**src/rtl/data_serializer.sv**
```systemverilog
// Wide-to-narrow serializer: one IN_WIDTH word in, up to RATIO OUT_WIDTH slices out,
// with partial-word counts, selectable slice order and frame-end propagation.
module data_serializer #(
  parameter  int IN_WIDTH  = 64,
  parameter  int OUT_WIDTH = 8,
  parameter  int MSB_FIRST = 0,
  localparam int RATIO     = IN_WIDTH / OUT_WIDTH,
  localparam int CW        = $clog2(RATIO)
) (
  input  logic                 clk,
  input  logic                 reset,
  input  logic                 validIn,
  output logic                 readyIn,
  input  logic [IN_WIDTH-1:0]  inData,
  input  logic [CW-1:0]        inCount,
  input  logic                 inLast,
  output logic                 validOut,
  input  logic                 readyOut,
  output logic [OUT_WIDTH-1:0] outData,
  output logic                 outLast,
  output logic                 outFirst,
  output logic                 dbgState
);

  // Handshake: a transfer happens on a rising edge where valid && ready are both 1;
  // valid never waits on ready, and ready may depend combinationally on the far side's ready.

  typedef enum logic {IDLE = 1'b0, BUSY = 1'b1} state_t;

  state_t                                state_q, state_d;
  logic [IN_WIDTH-1:0]                   hold_q;
  logic [CW-1:0]                         idx_q;
  logic [CW-1:0]                         cnt_q;
  logic                                  last_q;
  logic                                  load;
  logic                                  advance;
  logic                                  out_xfer;
  logic                                  final_slice;
  logic [CW-1:0]                         sel;
  logic [RATIO-1:0][OUT_WIDTH-1:0]       slices;

  assign validOut    = (state_q == BUSY);
  assign final_slice = (idx_q == cnt_q);
  assign out_xfer    = validOut && readyOut;
  // Accepting on the final slice's transfer cycle removes the bubble between words.
  assign readyIn     = (state_q == IDLE) || (out_xfer && final_slice);
  assign dbgState    = state_q;

  assign outFirst = validOut && (idx_q == '0);
  assign outLast  = validOut && last_q && final_slice;

  assign slices  = hold_q;
  assign sel     = (MSB_FIRST != 0) ? (CW'(RATIO - 1) - idx_q) : idx_q;
  assign outData = slices[sel];

  always_comb begin
    state_d = state_q;
    load    = 1'b0;
    advance = 1'b0;
    case (state_q)
      IDLE: begin
        if (validIn) begin
          load    = 1'b1;
          state_d = BUSY;
        end
      end
      BUSY: begin
        if (out_xfer) begin
          if (final_slice) begin
            if (validIn) load    = 1'b1;
            else         state_d = IDLE;
          end else begin
            advance = 1'b1;
          end
        end
      end
      default: state_d = IDLE;
    endcase
  end

  always_ff @(posedge clk) begin
    if (reset) begin
      state_q <= IDLE;
      hold_q  <= '0;
      idx_q   <= '0;
      cnt_q   <= '0;
      last_q  <= 1'b0;
    end else begin
      state_q <= state_d;
      if (load) begin
        hold_q <= inData;
        cnt_q  <= inCount;
        last_q <= inLast;
        idx_q  <= '0;
      end else if (advance) begin
        idx_q <= idx_q + 1'b1;
      end
    end
  end

endmodule

```
**config.mk**
```make
export PLATFORM = sky130hd
export DESIGN_NAME = data_serializer
export DESIGN_NICKNAME = d
export VERILOG_FILES = /design/src/rtl/data_serializer.sv
export SDC_FILE = /design/constraint.sdc
export NUM_CORES = 1
export LEC_CHECK = 0
export CAP_MARGIN = 40
export CORE_MARGIN = 2
export CORE_UTILIZATION = 51
export DETAILED_ROUTE_END_ITERATION = 12
export GPL_TIMING_DRIVEN = 0
export PLACE_DENSITY = 0.8
export SYNTH_ARGS = -nofsm -noshare
export SYNTH_HDL_FRONTEND = slang
export SYNTH_SLANG_ARGS = --single-unit
export TNS_END_PERCENT = 20
```
**constraint.sdc**
```tcl
create_clock -name clk -period 2.31 [get_ports clk]
set_input_delay 0.3465 -clock clk [delete_from_list [all_inputs] [get_ports clk]]
set_output_delay 0.3465 -clock clk [all_outputs]
set_load 0.05 [all_outputs]
```
==> results of run 1 <==
==> logic make-up after synthesis <==
logic type | synth area share, %
buffers and inverters | 6.70
xor gates and xnor gates | 1.52
AOI/OAI and AO/OA | 2.78
DFF | 36.4
muxes | 28.6
and+or+nand+nor | 23.4
adders and majority gates | 0.632
==> layout make-up <==
class	count	area, µm²
clock inverter	5	57.6
sequential	72	1450
tap	102	128
clock buffer	10	138
multi-input combinational	261	2250
buffer	30	288
timing repair buffer	84	860
fill	609	2420
inverter	4	15.0
==> worst register-to-register path: stages (launching register included) <==
cell	delay [ps]
dfxtp_4	400
xor2_1	190
o41ai_2	390
buf_6	260
buf_12	180
mux2i_1	200
==> layer usage <==
metal  share of wire (%)  vias to the layer above
li1                    -                     1434
met1                  42                     1442
met2                  52                       73
met3                 4.2                       12
met4                 1.7                        0
met5                   0                        -
==> cell usage after synthesis <==
| library cell | number | area [µm²] |
|---|---|---|
| a2111oi_2 | 1 | 15.0 |
| a311o_1 | 2 | 20.0 |
| a311oi_1 | 1 | 8.76 |
| a311oi_2 | 2 | 30.0 |
| a31oi_1 | 1 | 6.26 |
| and3_1 | 1 | 6.26 |
| buf_12 | 7 | 140 |
| buf_2 | 4 | 20.0 |
| buf_4 | 1 | 7.51 |
| buf_6 | 2 | 22.5 |
| clkbuf_1 | 16 | 60.1 |
| dfxtp_1 | 72 | 1440 |
| ha_1 | 2 | 25.0 |
| inv_1 | 4 | 15.0 |
| mux2_2 | 8 | 90.1 |
| mux2i_1 | 68 | 681 |
| mux4_2 | 16 | 360 |
| nand2_1 | 5 | 18.8 |
| nand2b_1 | 138 | 863 |
| nand3_1 | 1 | 5.00 |
| nand4_1 | 3 | 18.8 |
| nor2_1 | 2 | 7.51 |
| nor3_1 | 1 | 5.00 |
| o21ai_0 | 1 | 5.00 |
| o32ai_1 | 1 | 8.76 |
| o41ai_2 | 1 | 16.3 |
| xnor2_1 | 3 | 26.3 |
| xor2_1 | 2 | 17.5 |
| xor2_2 | 1 | 16.3 |
==> worst max-delay path by stage <==
stage                      end  slack [ps]  depth (start not counted)             startpoint
finish              outData[3]          20                          4  idx_q[0]$_SDFFE_PP0P_
global placement    outData[2]        -470                          5  idx_q[1]$_SDFFE_PP0P_
global route          outFirst          -7                          7  idx_q[1]$_SDFFE_PP0P_
CTS                 outData[3]        -120                          4  idx_q[0]$_SDFFE_PP0P_
detailed placement  outData[2]        -470                          5  idx_q[1]$_SDFFE_PP0P_
floorplan           outData[4]         360                          3  idx_q[0]$_SDFFE_PP0P_
==> state kept, by name, indices dropped and copies added, names as in the netlist <==
| name | count |
|---|---|
| cnt_q | 3 |
| hold_q | 64 |
| dbgState | 1 |
| last_q | 1 |
| idx_q | 3 |
==> layout by cell type, fill, tap and decap left out, types with 2 or more instances in the layout <==
cell type / netlist / routed
buf_4: 1 / 2
clkbuf_1: 16 / 16
clkdlybuf4s50_1: 0 / 72
xnor2_1: 3 / 3
clkinvlp_4: 0 / 3
dlygate4sd2_1: 0 / 2
dfxtp_1: 72 / 70
xor2_1: 2 / 2
nand2b_1: 138 / 138
mux2i_1: 68 / 68
a311o_1: 2 / 2
a311oi_2: 2 / 2
nand2_1: 5 / 5
nand4_1: 3 / 3
clkbuf_8: 0 / 10
mux2_2: 8 / 8
mux4_2: 16 / 16
buf_12: 7 / 8
inv_1: 4 / 4
nor2_1: 2 / 2
buf_6: 2 / 11
ha_1: 2 / 2
==> power breakdown <==
| group | internal, µW | leakage (µW) | switching, µW |
|---|---|---|---|
| clock network | 520 | 0.0000904 | 481 |
| logic | 414 | 0.00134 | 334 |
| registers | 1350 | 0.000595 | 65.5 |
| total | 2280 | 0.00203 | 880 |
==> per-stage QoR <==
stage          area, µm²  std cells  utilization, %  total power (µW)  setup TNS, ps
3_5_place_dp        4920        552            64.6              2180          -3790
2_1_floorplan       3960        367               -              1920              0
4_1_cts             5110        567            67.2              3160           -269
5_1_grt             5180        568            68.1              3280          -7.50
3_3_place_gp        4920        552            64.6              2170          -3770
6_report            5180        568            68.1              3160              0
==> timing repair <==
item                                    CTS  global route
cloned                                    0             1
gates resized for setup                  51            30
endpoints found under the setup margin   11            10
buffers inserted                          0             0
==> results.cfg, run 1 <==
[placement]
dp_slack_ps = -472
io_buffers = 83
dp_hpwl_mm = 6.85
finalWeightedCongestion = 0.819

[cells_and_area]
layout-drive-gt1-share_pct = 14.8
nets = 536
antennaDiodeCount = 0
area_growth_pct = 31.0

[hold_path]
hold_end = hold_q[20]$_SDFFE_PP0P_
hold_depth = 2
hp-start = hold_q[20]$_SDFFE_PP0P_
min_path_type = flop to flop

[sta]
rsz0062_at_grt = yes
finClkSkew_ps = 9.52
setup_slack_ps = 19.0
worst_slew_pin_slew_ps = 584
setup_violations = 0
min_period_over_period_pct = 99.2
drv_slew = 0
hold_slack_ps = 472
fin_crit_ps = 2290
max_slew_margin_pct = 61.1
fmax_ghz = 0.436
finalHoldViolCount = 0

[synthesis]
avgSynthCellArea_um2 = 10.8
yosys_warnings = 0
ys_ff_latch = 72
yosysSeqAreaShare_pct = 36.4
synthesis.area_um2 = 3960
synth_cell_type_count = 29
syn_nets = 441
synth_cells = 367

[clocking]
clk_latency_ps = 350
numCtsBuffers = 9
cts-root-buf = clkbuf_8
clkSlewWorstSetupHoldPaths_ps = 80
cts_num_sinks = 72
cts_buffer_depth = 2
cts_hold_buf = 0
cts_tree = done
cts_max_level = 3

[critical_path]
slowest_stage = mux4_2
crit_required_ps = 1960
arrival_ps = 1940
start_kind = flop
rr_endpoint = hold_q[45]$_SDFFE_PP0P_
path_cells = buf_12, mux4_2, mux2_2, buf_4
ff2ff_path_depth = 5
regToRegSetupSlack_ps = 610
crit_type = flop to primary output
critical_path_buf_inv_count = 2
endpoint_kind = primary output
r2r_start = idx_q[0]$_SDFFE_PP0P_
worst_path_largest_cell_delay_ps = 520
crit_family = multiplexers
path_max_fanout = 6

[global_route]
grt-ovfl-total = 0
met2_usage_pct = 41.2
grt_max_degree = 13
grt_util_all_layers_pct = 23.5
met1_usage_pct = 29.5
grt_util_met3_pct = 3.12
grt_busiest_layer = met2
grt_pass1_wl_mm = 15.2
antenna_found_initial = 0
grt_pass1_vias = 3040

[floorplanning]
rows = 32
die_area_um2 = 8480
io-pin-count = 85
chipWidth_um = 92.1
coreArea_um2 = 7610
start_util_pct = 52.0
die_height_um = 92.1

[outcome]
outcome = finished clean

[power_and_ir_drop]
ir_worst_vdd_uv = 353
p_leak_uw = 0.00203
power_density_nw_per_um2 = 610

[route]
drtAntennaViolNets = 0
drt_iter0_markers = 115
vias = 2961
drc_errors = 0
detail_route.vias_per_cell = 5.21
wl_per_cell_um = 16.6
wirelength_mm = 9.45
dr.pass1.iters = 4

[flow_run]
cap_violations = 0
(Power assumes the default switching activity.)
==> run 2, diff against run 1 <==
Settings changed: CORE_UTILIZATION 51 to 50, PLACE_DENSITY 0.8 to 0.79.
==> results.cfg, run 2 (synthesis gave the netlist of run 1 again) <==
[outcome]
outcome = finished clean

[clocking]
cts-root-buf = clkbuf_8
clk_latency_ps = 340
cts_num_sinks = 72
cts_hold_buf = 0
cts_max_level = 3
cts_buffer_depth = 2
cts_tree = done
numCtsBuffers = 9
clkSlewWorstSetupHoldPaths_ps = 80

[power_and_ir_drop]
power_density_nw_per_um2 = 640
ir_worst_vdd_uv = 375
p_leak_uw = 0.00204

[floorplanning]
die_area_um2 = 8640
coreArea_um2 = 7690
io-pin-count = 85
start_util_pct = 51.5
rows = 32
chipWidth_um = 93.0
die_height_um = 93.0

[sta]
setup_violations = 0
fin_crit_ps = 2270
finalHoldViolCount = 0
worst_slew_pin_slew_ps = 556
setup_tns_ps = 0
max_slew_margin_pct = 62.9
fmax_ghz = 0.440
drv_slew = 0
min_period_over_period_pct = 98.4
finClkSkew_ps = 8.35
rsz0062_at_grt = yes

[critical_path]
slowest_stage = mux4_2
endpoint_kind = primary output
crit_required_ps = 1960
start_kind = flop
critical_path_buf_inv_count = 2
worst_path_largest_cell_delay_ps = 530
crit_family = multiplexers
crit_type = flop to primary output
path_max_fanout = 10
path_cells = buf_12, mux4_2, mux2_2, buf_2
arrival_ps = 1930

[hold_path]
min_path_type = flop to flop

[global_route]
grt-ovfl-total = 0
grt_util_all_layers_pct = 22.4
grt_pass1_vias = 3094
grt_max_degree = 13
grt_pass1_wl_mm = 14.8
antenna_found_initial = 0

[cells_and_area]
regMostFlops = hold_q
area_growth_pct = 30.5
mostFrequentLayoutCells = nand2b_1, clkdlybuf4s50_1, dfxtp_1
layout-drive-gt1-share_pct = 15.2
antennaDiodeCount = 0
largestRegisters = hold_q x64, cnt_q x3, idx_q x3
final_common_cell = nand2b_1
nets = 535
largest_reg_flops = 64
fin_util_pct = 67.2

[route]
dr.pass1.iters = 4
wl_met1_mm = 3.94
drtAntennaViolNets = 0
drt_iter0_markers = 69
detail_route.vias_per_cell = 5.11
drc_errors = 0
top_layer = met4
met2WireLength_mm = 4.56
route.met3.wl_um = 425
wirelength_mm = 9.18
vias = 2905
wl_per_cell_um = 16.2

[placement]
io_buffers = 83
dp_hpwl_mm = 6.85
finalWeightedCongestion = 0.871

[flow_run]
cap_violations = 0
run 2: cell count changes in the layout (fill, tap and decap cells not counted), sizes merged:
| cell | previous run | this run |
|---|---|---|
| clkinvlp | 3 | 2 |
| clkinv | 1 | 0 |
| bufinv | 1 | 2 |
| clkbuf | 27 | 29 |
| dlygate4sd2 | 2 | 1 |
run 2: tightest hold or removal path, stage by stage, from the launching register on:
cell and delay [ps]:
dfxtp_1 310, nand2b_1 60, mux2i_1 50
run 2: final timing paths:
kind,from,endpoint,slack (ps),cells after the start
worst max-delay path,idx_q[0]$_SDFFE_PP0P_,outData[7],40,4
worst min-delay path,hold_q[30]$_SDFFE_PP0P_,hold_q[30]$_SDFFE_PP0P_,470,2
worst max register to register,idx_q[2]$_SDFFE_PP0P_,hold_q[5]$_SDFFE_PP0P_,630,6
worst min register to register,hold_q[30]$_SDFFE_PP0P_,hold_q[30]$_SDFFE_PP0P_,470,2
run 2: layer usage:
layer	track usage, %	up-vias
met2	37.8	77
li1	-	1428
met3	4.39	22
met5	0	-
met4	12.0	0
met1	26.9	1378
run 2: repair_timing:
| action | CTS | global route |
|---|---|---|
| setup buffers | 0 | 0 |
| setup endpoints to repair | 11 | 10 |
| gates resized for setup | 44 | 23 |
run 2: where the power goes:
part,internal [µW],leakage (µW),switching (µW),total [µW]
sequential,1350,0.000595,65.7,1410
combinational,400,0.00133,330,730
clock,697,0.000115,463,1160
run 2: cell type report:
class	count	area (µm²)
Buffer	30	289
Clock buffer	12	165
Clock inverter	4	75.1
Fill cell	621	2520
Inverter	4	15.0
Multi-Input combinational cell	261	2250
Sequential cell	72	1450
Tap cell	102	128
Timing Repair Buffer	83	797
run 2: per-stage QoR:
step	hold slack, ps	setup WS (ps)	instances	area (µm²)	power (µW)
after floorplan	444	355	367	3960	1920
after global placement	457	-464	552	4920	2170
after global routing	487	-19.4	568	5170	3420
final	474	36.5	568	5170	3310
after detailed placement	463	-439	552	4920	2180
after CTS	477	-120	568	5190	3330
==> run 3, diff against run 2 <==
Settings changed: CORE_MARGIN 2 to default.
Clock period 2.31 ns to 2.7 ns, I/O delays scaled along.
==> results.cfg, run 3 (synthesis gave the netlist of run 1 again) <==
[cells_and_area]
layout-drive-gt1-share_pct = 12.7
mostFrequentLayoutCells = nand2b_1, clkdlybuf4s50_1, dfxtp_1
stdcell_count = 568
area_growth_pct = 29.4
largest_reg_flops = 64
final_common_cell = nand2b_1
nets = 535
regMostFlops = hold_q
antennaDiodeCount = 0
largestRegisters = hold_q x64, cnt_q x3, idx_q x3

[clocking]
cts_num_sinks = 72
clkSlewWorstSetupHoldPaths_ps = 80
postCtsSetupBuffers = 0
cts_buffer_depth = 2
cts-root-buf = clkbuf_8
clk_latency_ps = 350
numCtsBuffers = 9
cts_hold_buf = 0
cts_tree = done
cts_max_level = 3

[sta]
drv_slew = 0
finClkSkew_ps = 8.47
worst_slew_pin_slew_ps = 557
finalHoldViolCount = 0
min_period_over_period_pct = 99.8
fmax_ghz = 0.371
setup_tns_ps = 0
setup_violations = 0
setup_slack_ps = 5.78
max_slew_margin_pct = 62.9
fin_crit_ps = 2690
rsz0062_at_grt = yes

[power_and_ir_drop]
switching_power_uw = 727
total_power_uw = 2700
p_comb_share_pct = 23.1
p_leak_uw = 0.00204
clockPowerShare_pct = 32.0
ir_worst_vdd_uv = 301
swShare_pct = 26.9
pwr-share-seq_pct = 44.9
p_int_uw = 1970
power_density_nw_per_um2 = 527

[floorplanning]
start_util_pct = 51.5
rows = 32
coreArea_um2 = 7690
chipWidth_um = 91.0
die_height_um = 91.0
io-pin-count = 85
die_area_um2 = 8270

[critical_path]
start_kind = flop
path_max_fanout = 10
crit_type = flop to primary output
arrival_ps = 2290
endpoint_kind = primary output
crit_required_ps = 2300

[global_route]
grt_pass1_vias = 3008
grt_pass1_wl_mm = 14.6
antenna_found_initial = 0
grt_util_all_layers_pct = 23.1
grt-ovfl-total = 0
grt_max_degree = 12

[placement]
finalWeightedCongestion = 0.825
dp_hpwl_mm = 6.86
placed_cells = 552
io_buffers = 83
dp_slack_ps = -159

[route]
drt_iter0_markers = 118
detail_route.vias_per_cell = 5.15
dr.pass1.iters = 4
drtAntennaViolNets = 0
wl_per_cell_um = 16.2
drc_errors = 0
wirelength_mm = 9.18
vias = 2928

[outcome]
outcome = finished clean

[flow_run]
cap_violations = 0

[hold_path]
min_path_type = flop to flop
run 3: changes by cell type in the layout (fill, tap and decap cells not counted), moves of 2 or more:
cell	change
buf_2	-6
dlygate4sd2_1	+6
clkbuf_1	+3
buf_4	+2
buf_6	-2
clkinv_2	+2
clkinvlp_4	-2
dfxtp_1	+2
run 3: path summary, 6_finish.rpt:
kind | startpoint | endpoint | slack (ps) | cells past startpoint
max | idx_q[0]$_SDFFE_PP0P_ | outData[7] | 6 | 4
min | hold_q[61]$_SDFFE_PP0P_ | hold_q[61]$_SDFFE_PP0P_ | 470 | 2
max reg2reg | idx_q[1]$_SDFFE_PP0P_ | idx_q[1]$_SDFFE_PP0P_ | 950 | 6
min reg2reg | hold_q[61]$_SDFFE_PP0P_ | hold_q[61]$_SDFFE_PP0P_ | 470 | 2
run 3: area by class of cell:
cell class,count,area (µm²)
multi-input cells,261,2250
repair buffers,83,821
flip-flops and latches,72,1440
clock buffers,13,159
clock inverters,3,40.0
inverters,4,15.0
fillers,629,2560
plain buffers,30,268
well taps,102,128
run 3: per-stage QoR:
stage          util (%)  hold WS [ps]  area (µm²)
3_3_place_gp       63.9           457        4920
2_1_floorplan         -           444        3960
5_1_grt            66.6           494        5120
3_5_place_dp       63.9           460        4920
6_report           66.6           472        5120
4_1_cts            66.6           476        5120
run 3: layer usage:
layer	routed length [µm]	part of all wire [%]	track usage, %	vias to the layer above
met1	4010	44	28.3	1411
met5	0	0	0	-
met2	4690	51	40.3	69
met3	314	3.4	3.85	14
met4	168	1.8	9.39	0
li1	-	-	-	1434
run 3: power by group through the flow:
stage | Combinational [µW] | Clock [µW] | Sequential [µW]
6_report | 624 | 864 | 1210
5_1_grt | 664 | 918 | 1220
4_1_cts | 628 | 873 | 1210
3_5_place_dp | 633 | 0 | 1230
3_3_place_gp | 622 | 0 | 1230
2_1_floorplan | 420 | 0 | 1220
run 3: what timing repair did:
action / 4_1_cts / 5_1_grt
gates resized for setup: 16 / 4
endpoints found under the setup margin: 9 / 9
pin swaps: 0 / 0
cloned: 0 / 0
run 3: worst max-delay path, stage by stage (launching register included):
cell and delay [ps]:
dfxtp_1 450, buf_6 240, mux4_2 550, mux2_2 280, dlygate4sd2_1 430
